`src/rtl/imem_loader_pkg.sv`:
```
// rtl/imem_loader_pkg.sv - shared loader states and word/byte address relations
package imem_loader_pkg;

  typedef enum logic [1:0] {
    IDLE = 2'd0,
    LOAD = 2'd1,
    DONE = 2'd2
  } state_t;

  localparam int BYTES_PER_WORD   = 4;
  localparam int BYTE_OFFSET_BITS = 2;

  function automatic logic [31:0] word_byte_addr(input logic [31:0] base,
                                                 input logic [31:0] index);
    return base + (index << BYTE_OFFSET_BITS);
  endfunction

endpackage

```
`src/rtl/imem_loader_word_packer.sv`:
```
// rtl/imem_loader_word_packer.sv - packs accepted bytes big-endian into 32-bit words
module word_packer
  import imem_loader_pkg::*;
(
  input  logic        clock,
  input  logic        reset,
  input  logic        clear,
  input  logic        byte_valid,
  input  logic [7:0]  byte_data,
  output logic        byte_last,
  output logic        word_valid,
  output logic [31:0] word
);

  logic [1:0]  byte_cnt;
  logic [23:0] shift;

  // High in the cycle the fourth byte of a word is accepted.
  assign byte_last = byte_valid && (byte_cnt == 2'(BYTES_PER_WORD - 1));

  always_ff @(posedge clock) begin
    if (reset || clear) begin
      byte_cnt   <= '0;
      shift      <= '0;
      word_valid <= 1'b0;
    end else begin
      word_valid <= byte_last;
      if (byte_valid) begin
        byte_cnt <= byte_cnt + 2'd1;
        shift    <= {shift[15:0], byte_data};
      end
    end
  end

  // The packed word holds its value across clear so wr_data only changes on a write.
  always_ff @(posedge clock) begin
    if (reset) begin
      word <= '0;
    end else if (byte_last && !clear) begin
      word <= {shift, byte_data};
    end
  end

endmodule

```
`src/rtl/imem_loader.sv`:
```
// rtl/imem_loader.sv - boot loader streaming bytes into instruction memory, holds cpu in reset
module imem_loader
  import imem_loader_pkg::*;
#(
  parameter int          ADDR_WIDTH = 6,
  parameter logic [31:0] BASE_ADDR  = 32'h0
) (
  input  logic                  clock,
  input  logic                  reset,
  input  logic                  start,
  input  logic [ADDR_WIDTH:0]   num_words,
  input  logic                  s_valid,
  input  logic [7:0]            s_data,
  output logic                  s_ready,
  output logic                  wr_en,
  output logic [31:0]           wr_addr,
  output logic [31:0]           wr_data,
  output logic                  cpu_reset,
  output logic                  busy,
  output logic                  done
);

  localparam logic [ADDR_WIDTH:0] MAX_WORDS = {1'b1, {ADDR_WIDTH{1'b0}}};

  state_t                state_q, state_d;
  logic [ADDR_WIDTH:0]   count_q, count_new;
  logic [ADDR_WIDTH:0]   index_q, index_inc;
  logic                  take_start;
  logic                  accept;
  logic                  byte_last;
  logic                  last_word;
  logic                  done_q;

  assign count_new  = (num_words > MAX_WORDS) ? MAX_WORDS : num_words;
  assign take_start = start && (state_q != LOAD);
  assign accept     = (state_q == LOAD) && s_valid;
  assign index_inc  = index_q + 1'b1;
  assign last_word  = byte_last && (index_inc == count_q);

  word_packer u_packer (
    .clock      (clock),
    .reset      (reset),
    .clear      (take_start),
    .byte_valid (accept),
    .byte_data  (s_data),
    .byte_last  (byte_last),
    .word_valid (wr_en),
    .word       (wr_data)
  );

  always_comb begin
    state_d = state_q;
    case (state_q)
      IDLE, DONE: if (start) state_d = (count_new == '0) ? DONE : LOAD;
      LOAD:       if (last_word) state_d = DONE;
      default:    state_d = IDLE;
    endcase
  end

  always_ff @(posedge clock) begin
    if (reset) begin
      state_q <= IDLE;
      count_q <= '0;
      index_q <= '0;
      wr_addr <= '0;
      done_q  <= 1'b0;
    end else begin
      state_q <= state_d;
      if (take_start) begin
        count_q <= count_new;
        index_q <= '0;
      end else if (byte_last) begin
        index_q <= index_inc;
        wr_addr <= word_byte_addr(BASE_ADDR, 32'(index_q));
      end
      // Release lags entry to DONE by a cycle so the final write lands first;
      // any new start drops the release immediately.
      done_q <= (state_q == DONE) && !start;
    end
  end

  assign s_ready   = (state_q == LOAD);
  assign busy      = (state_q == LOAD);
  assign done      = done_q;
  assign cpu_reset = !done_q;

endmodule

```
`config.mk`:
```
export PLATFORM = sky130hd
export DESIGN_NAME = imem_loader
export DESIGN_NICKNAME = d
export VERILOG_FILES = /design/src/rtl/imem_loader_pkg.sv /design/src/rtl/imem_loader_word_packer.sv /design/src/rtl/imem_loader.sv
export SDC_FILE = /design/constraint.sdc
export NUM_CORES = 1
export LEC_CHECK = 0
export ABC_AREA = 1
export ABC_CLOCK_PERIOD_IN_PS = 2029
export CAP_MARGIN = 25
export CELL_PAD_IN_SITES_DETAIL_PLACEMENT = 1
export CELL_PAD_IN_SITES_GLOBAL_PLACEMENT = 2
export CORE_ASPECT_RATIO = 1.1
export CORE_MARGIN = 2
export CORE_UTILIZATION = 24
export CTS_BUF_LIST = sky130_fd_sc_hd__clkbuf_8 sky130_fd_sc_hd__clkbuf_16
export DETAILED_ROUTE_END_ITERATION = 10
export HOLD_SLACK_MARGIN = 0.06
export PLACE_DENSITY_LB_ADDON = 0.15
export SLEW_MARGIN = 20
export SYNTH_ARGS = -nofsm -noshare
export SYNTH_HDL_FRONTEND = slang
export SYNTH_HIERARCHICAL = 1
export SYNTH_SLANG_ARGS = --single-unit
```
`constraint.sdc`:
```
create_clock -name clock -period 2.03 [get_ports clock]
set_input_delay 0.203 -clock clock [delete_from_list [all_inputs] [get_ports clock]]
set_output_delay 0.203 -clock clock [all_outputs]
set_load 0.05 [all_outputs]
```
==> results_tabular.tex <==
\begin{tabular}{lr}
\hline
Metric & Value \\
\hline
\multicolumn{2}{l}{\textbf{CTS}} \\
\quad Clock-pin slew on the worst setup and hold paths & 0.06 ns \\
\quad CTS buffer count & 9 \\
\quad Maximum clock path buffer count & 2 \\
\quad Cells resized by post-CTS repair & 0 \\
\quad Clk Tree Root Cell & clkbuf\_16 \\
\quad Hold\_buf cts & 0 \\
\quad Clock H-tree levels & 3 \\
\quad CTS tree & yes \\
\quad Number of clock sinks seen by CTS & 83 \\
\quad Post-CTS Repair Setup Buffers & 0 \\
\quad Clock insertion delay at the later pin of the skew report & 0.34 ns \\
\multicolumn{2}{l}{\textbf{Placed design}} \\
\quad Weighted congestion at the end of routability-driven global placement & 0.738 \\
\quad Sum of net half-perimeters after detailed placement & 7300 µm \\
\quad Quantity of I/O buffers inserted on ports & 62 \\
\multicolumn{2}{l}{\textbf{Worst setup path}} \\
\quad R2r worst-path depth & 16 \\
\quad Launch instance of the worst register-to-register path & state\_q[0] \\
\quad Source of the critical timing path & state\_q[0] \\
\quad Req. time, crit path & 1.83 ns \\
\quad Worst reg2reg path endpoint & state\_q[1] \\
\quad Worst Path Arrival & 1.74 ns \\
\quad Category of the most critical setup path & reg2out \\
\quad Worst reg2reg setup slack & 0.25 ns \\
\quad Critical path fanouts, max & 5 \\
\quad Critical path capture point type & output pin \\
\quad Crit start category & register \\
\multicolumn{2}{l}{\textbf{Global routing}} \\
\quad Global-route wire length before repair & 16700 µm \\
\quad Leftover overflow at the end of global routing & 0 \\
\quad Total routing usage reported by global routing & 13.1\% \\
\quad Maximum number of pins on one net before global-route repair & 28 \\
\quad Vias in the first global route & 3243 \\
\quad Initial antenna violation count & 0 \\
\multicolumn{2}{l}{\textbf{Logic synthesis}} \\
\quad Mapped Area & 3650 µm² \\
\quad Xor-xnor portion of the synthesized cell area & 0.240\% \\
\quad Compound-Gate Fraction of Synth Area & 10.2\% \\
\quad Number of distinct standard cells referenced by the synthesized netlist & 27 \\
\quad Post-synthesis cell count & 511 \\
\quad Sequential-to-total area share from yosys stat & 45.5\% \\
\quad Combinational family with the most area after synthesis & simple AND/OR/NAND/NOR gates \\
\quad Simple-Gate Fraction of Synth Area & 26.8\% \\
\quad Synthesis Warnings & 6 \\
\quad Syn avg cell area & 7.15 µm² \\
\quad Multiplexer area fraction after synthesis & 0\% \\
\quad Yosys reg bits & 83 \\
\quad Fraction of the mapped netlist area in adder cells & 0.685\% \\
\multicolumn{2}{l}{\textbf{Outcome}} \\
\quad Run status & complete, no violations \\
\multicolumn{2}{l}{\textbf{Min path}} \\
\quad Launch instance of the worst min-delay path & s\_data[3] \\
\quad Type of the most critical hold path & in2reg \\
\quad Min-Delay Endpoint & u\_packer/shift[3] \\
\quad Cell depth of the worst hold path & 3 \\
\multicolumn{2}{l}{\textbf{Floorplanning}} \\
\quad Chip Height & 133 µm \\
\quad Width of the die & 122 µm \\
\quad Standard cell core area & 15000 µm² \\
\quad Num ports & 88 \\
\quad Effective utilization at floorplan & 24.4\% \\
\quad Area enclosed by the die boundary & 16200 µm² \\
\quad Total number of placement rows & 47 \\
\multicolumn{2}{l}{\textbf{Power and ir drop}} \\
\quad Static leakage & 2.13 nW \\
\quad Total Power Consumption & 3.67 mW \\
\quad Power density of the placed cells & 777 nW/µm² \\
\quad Worst supply voltage drop on vdd & 0.368 mV \\
\multicolumn{2}{l}{\textbf{STA}} \\
\quad Setup Viol. Count Final & 0 \\
\quad Slew headroom & 65.2\% \\
\quad Max Slew Vio Count & 0 \\
\quad Worst slew pin tran & 0.521 ns \\
\quad Fin crit period & 1.95 ns \\
\quad RSZ-0062 raised after global routing & false \\
\quad FMAX & 0.514 GHz \\
\quad Final hold vios & 0 \\
\quad Period utilisation layout & 95.9\% \\
\quad Final Skew & 0.00833 ns \\
\multicolumn{2}{l}{\textbf{Route}} \\
\quad Number of nets with antenna violations after routing & 0 \\
\quad Detailed-route wire length per cell & 12.7 µm \\
\quad First-pass iteration count of the detailed router & 4 \\
\quad Wire length after detailed routing & 9910 µm \\
\quad Vias post-DR & 3161 \\
\quad 1st-iter DRT viols & 106 \\
\quad Number of vias per cell after detailed routing & 4.07 \\
\quad Count of unresolved DRC violations after routing & 0 \\
\multicolumn{2}{l}{\textbf{Finish}} \\
\quad Number of nets in the final layout & 597 \\
\quad Fraction of layout cells with a size suffix above 1 & 8.95\% \\
\quad Final core utilization & 31.5\% \\
\quad Top library cells by usage in the layout, fill and taps aside & nand2\_1, dfxtp\_1, nor2\_1, inv\_1, clkdlybuf4s50\_1 \\
\quad Diodes inserted & 0 \\
\quad Most common library cell in the layout ignoring fill and taps & nand2\_1 \\
\quad Layout-stage area growth over the synthesis result & 29.3\% \\
\multicolumn{2}{l}{\textbf{Run}} \\
\quad MaxCap Viol Count & 0 \\
\hline
\end{tabular}
[worst max path at each step]
stage | end | slack, ns
finish | s_ready | 0.08
global route | state_q[1] | 0.02
CTS | s_ready | 0.06
detailed placement | state_q[0] | 0.13
global placement | u_packer/shift[10] | 0.17
floorplan | state_q[0] | -0.10
[Yosys cell counts]
| master | n | area [µm²] |
|---|---|---|
| o21ai_2 | 1 | 8.76 |
| buf_2 | 7 | 35.0 |
| a32o_1 | 1 | 10.0 |
| clkbuf_1 | 3 | 11.3 |
| a21oi_2 | 1 | 8.76 |
| a21oi_1 | 38 | 190 |
| nor2_2 | 3 | 18.8 |
| o32ai_1 | 2 | 17.5 |
| inv_2 | 4 | 15.0 |
| dfxtp_1 | 83 | 1660 |
| nand4_1 | 3 | 18.8 |
| nand2_2 | 3 | 18.8 |
| a211oi_1 | 3 | 22.5 |
| conb_1 | 1 | 3.75 |
| nand2_1 | 133 | 499 |
| nand3_2 | 1 | 10.0 |
| xnor2_1 | 1 | 8.76 |
| nor3_1 | 1 | 5.00 |
| o21ai_0 | 23 | 115 |
| nand3_1 | 10 | 50.1 |
| nand3_4 | 1 | 17.5 |
| nor2_1 | 82 | 308 |
| nor2_4 | 3 | 33.8 |
| buf_4 | 29 | 218 |
| inv_1 | 65 | 244 |
| buf_6 | 7 | 78.8 |
| ha_1 | 2 | 25.0 |
[flip-flops by register name, indices dropped and copies added, names as in the netlist]
register and flops:
u_packer/word 32, u_packer/shift 24, count_q 7, index_q 7, wr_addr 7, state_q 2, u_packer/byte_cnt 2, done 1
u_packer/word_valid 1
[metrics by stage]
stage / TNS (ns) / hold slack (ns) / cells / area (µm²) / setup WS (ns)
2_1_floorplan: -0.196 / 0.338 / 535 / 3780 / -0.103
3_3_place_gp: 0 / 0.455 / 761 / 4420 / 0.170
3_5_place_dp: 0 / 0.458 / 761 / 4420 / 0.130
4_1_cts: 0 / 0.451 / 777 / 4720 / 0.0570
5_1_grt: 0 / 0.500 / 777 / 4720 / 0.0201
6_report: 0 / 0.460 / 777 / 4720 / 0.0840
[kinds of logic after synthesis]
| logic type | after synthesis |
|---|---|
| AND/OR/NAND/NOR | 240 |
| buffers and inverters | 115 |
| flip-flops | 83 |
| AO/OA/AOI/OAI | 69 |
| adder cells (fa/ha/maj) | 2 |
| XOR/XNOR | 1 |
| other | 1 |
[metal layers]
metal | vias to the layer above | track usage [%] | share of wire [%]
li1 | 1641 | - | -
met1 | 1458 | 17.0 | 48
met2 | 51 | 21.1 | 47
met3 | 11 | 2.83 | 3.4
met4 | 0 | 5.56 | 1.9
met5 | - | 0 | 0
[power by group]
| part | internal [mW] | switching (mW) | total [mW] |
|---|---|---|---|
| registers | 1.65 | 0.0148 | 1.66 |
| clock network | 1.01 | 0.673 | 1.69 |
| logic | 0.0814 | 0.236 | 0.317 |
| total | 2.74 | 0.923 | 3.67 |
[critical path: stages (launching register included)]
cell and delay, ns:
dfxtp_2 0.34, inv_2 0.06, nor2_4 0.18, clkdlybuf4s50_1 0.83
[final cells by class]
| type | count | area, µm² |
|---|---|---|
| fill | 1863 | 10300 |
| sequential | 83 | 1660 |
| multi-input combinational | 337 | 1500 |
| timing repair buffer | 76 | 751 |
| inverter | 69 | 264 |
| clock buffer | 11 | 253 |
| tap | 196 | 245 |
| clock inverter | 5 | 52.6 |
Note: power is estimated with default switching activity, not from simulation.
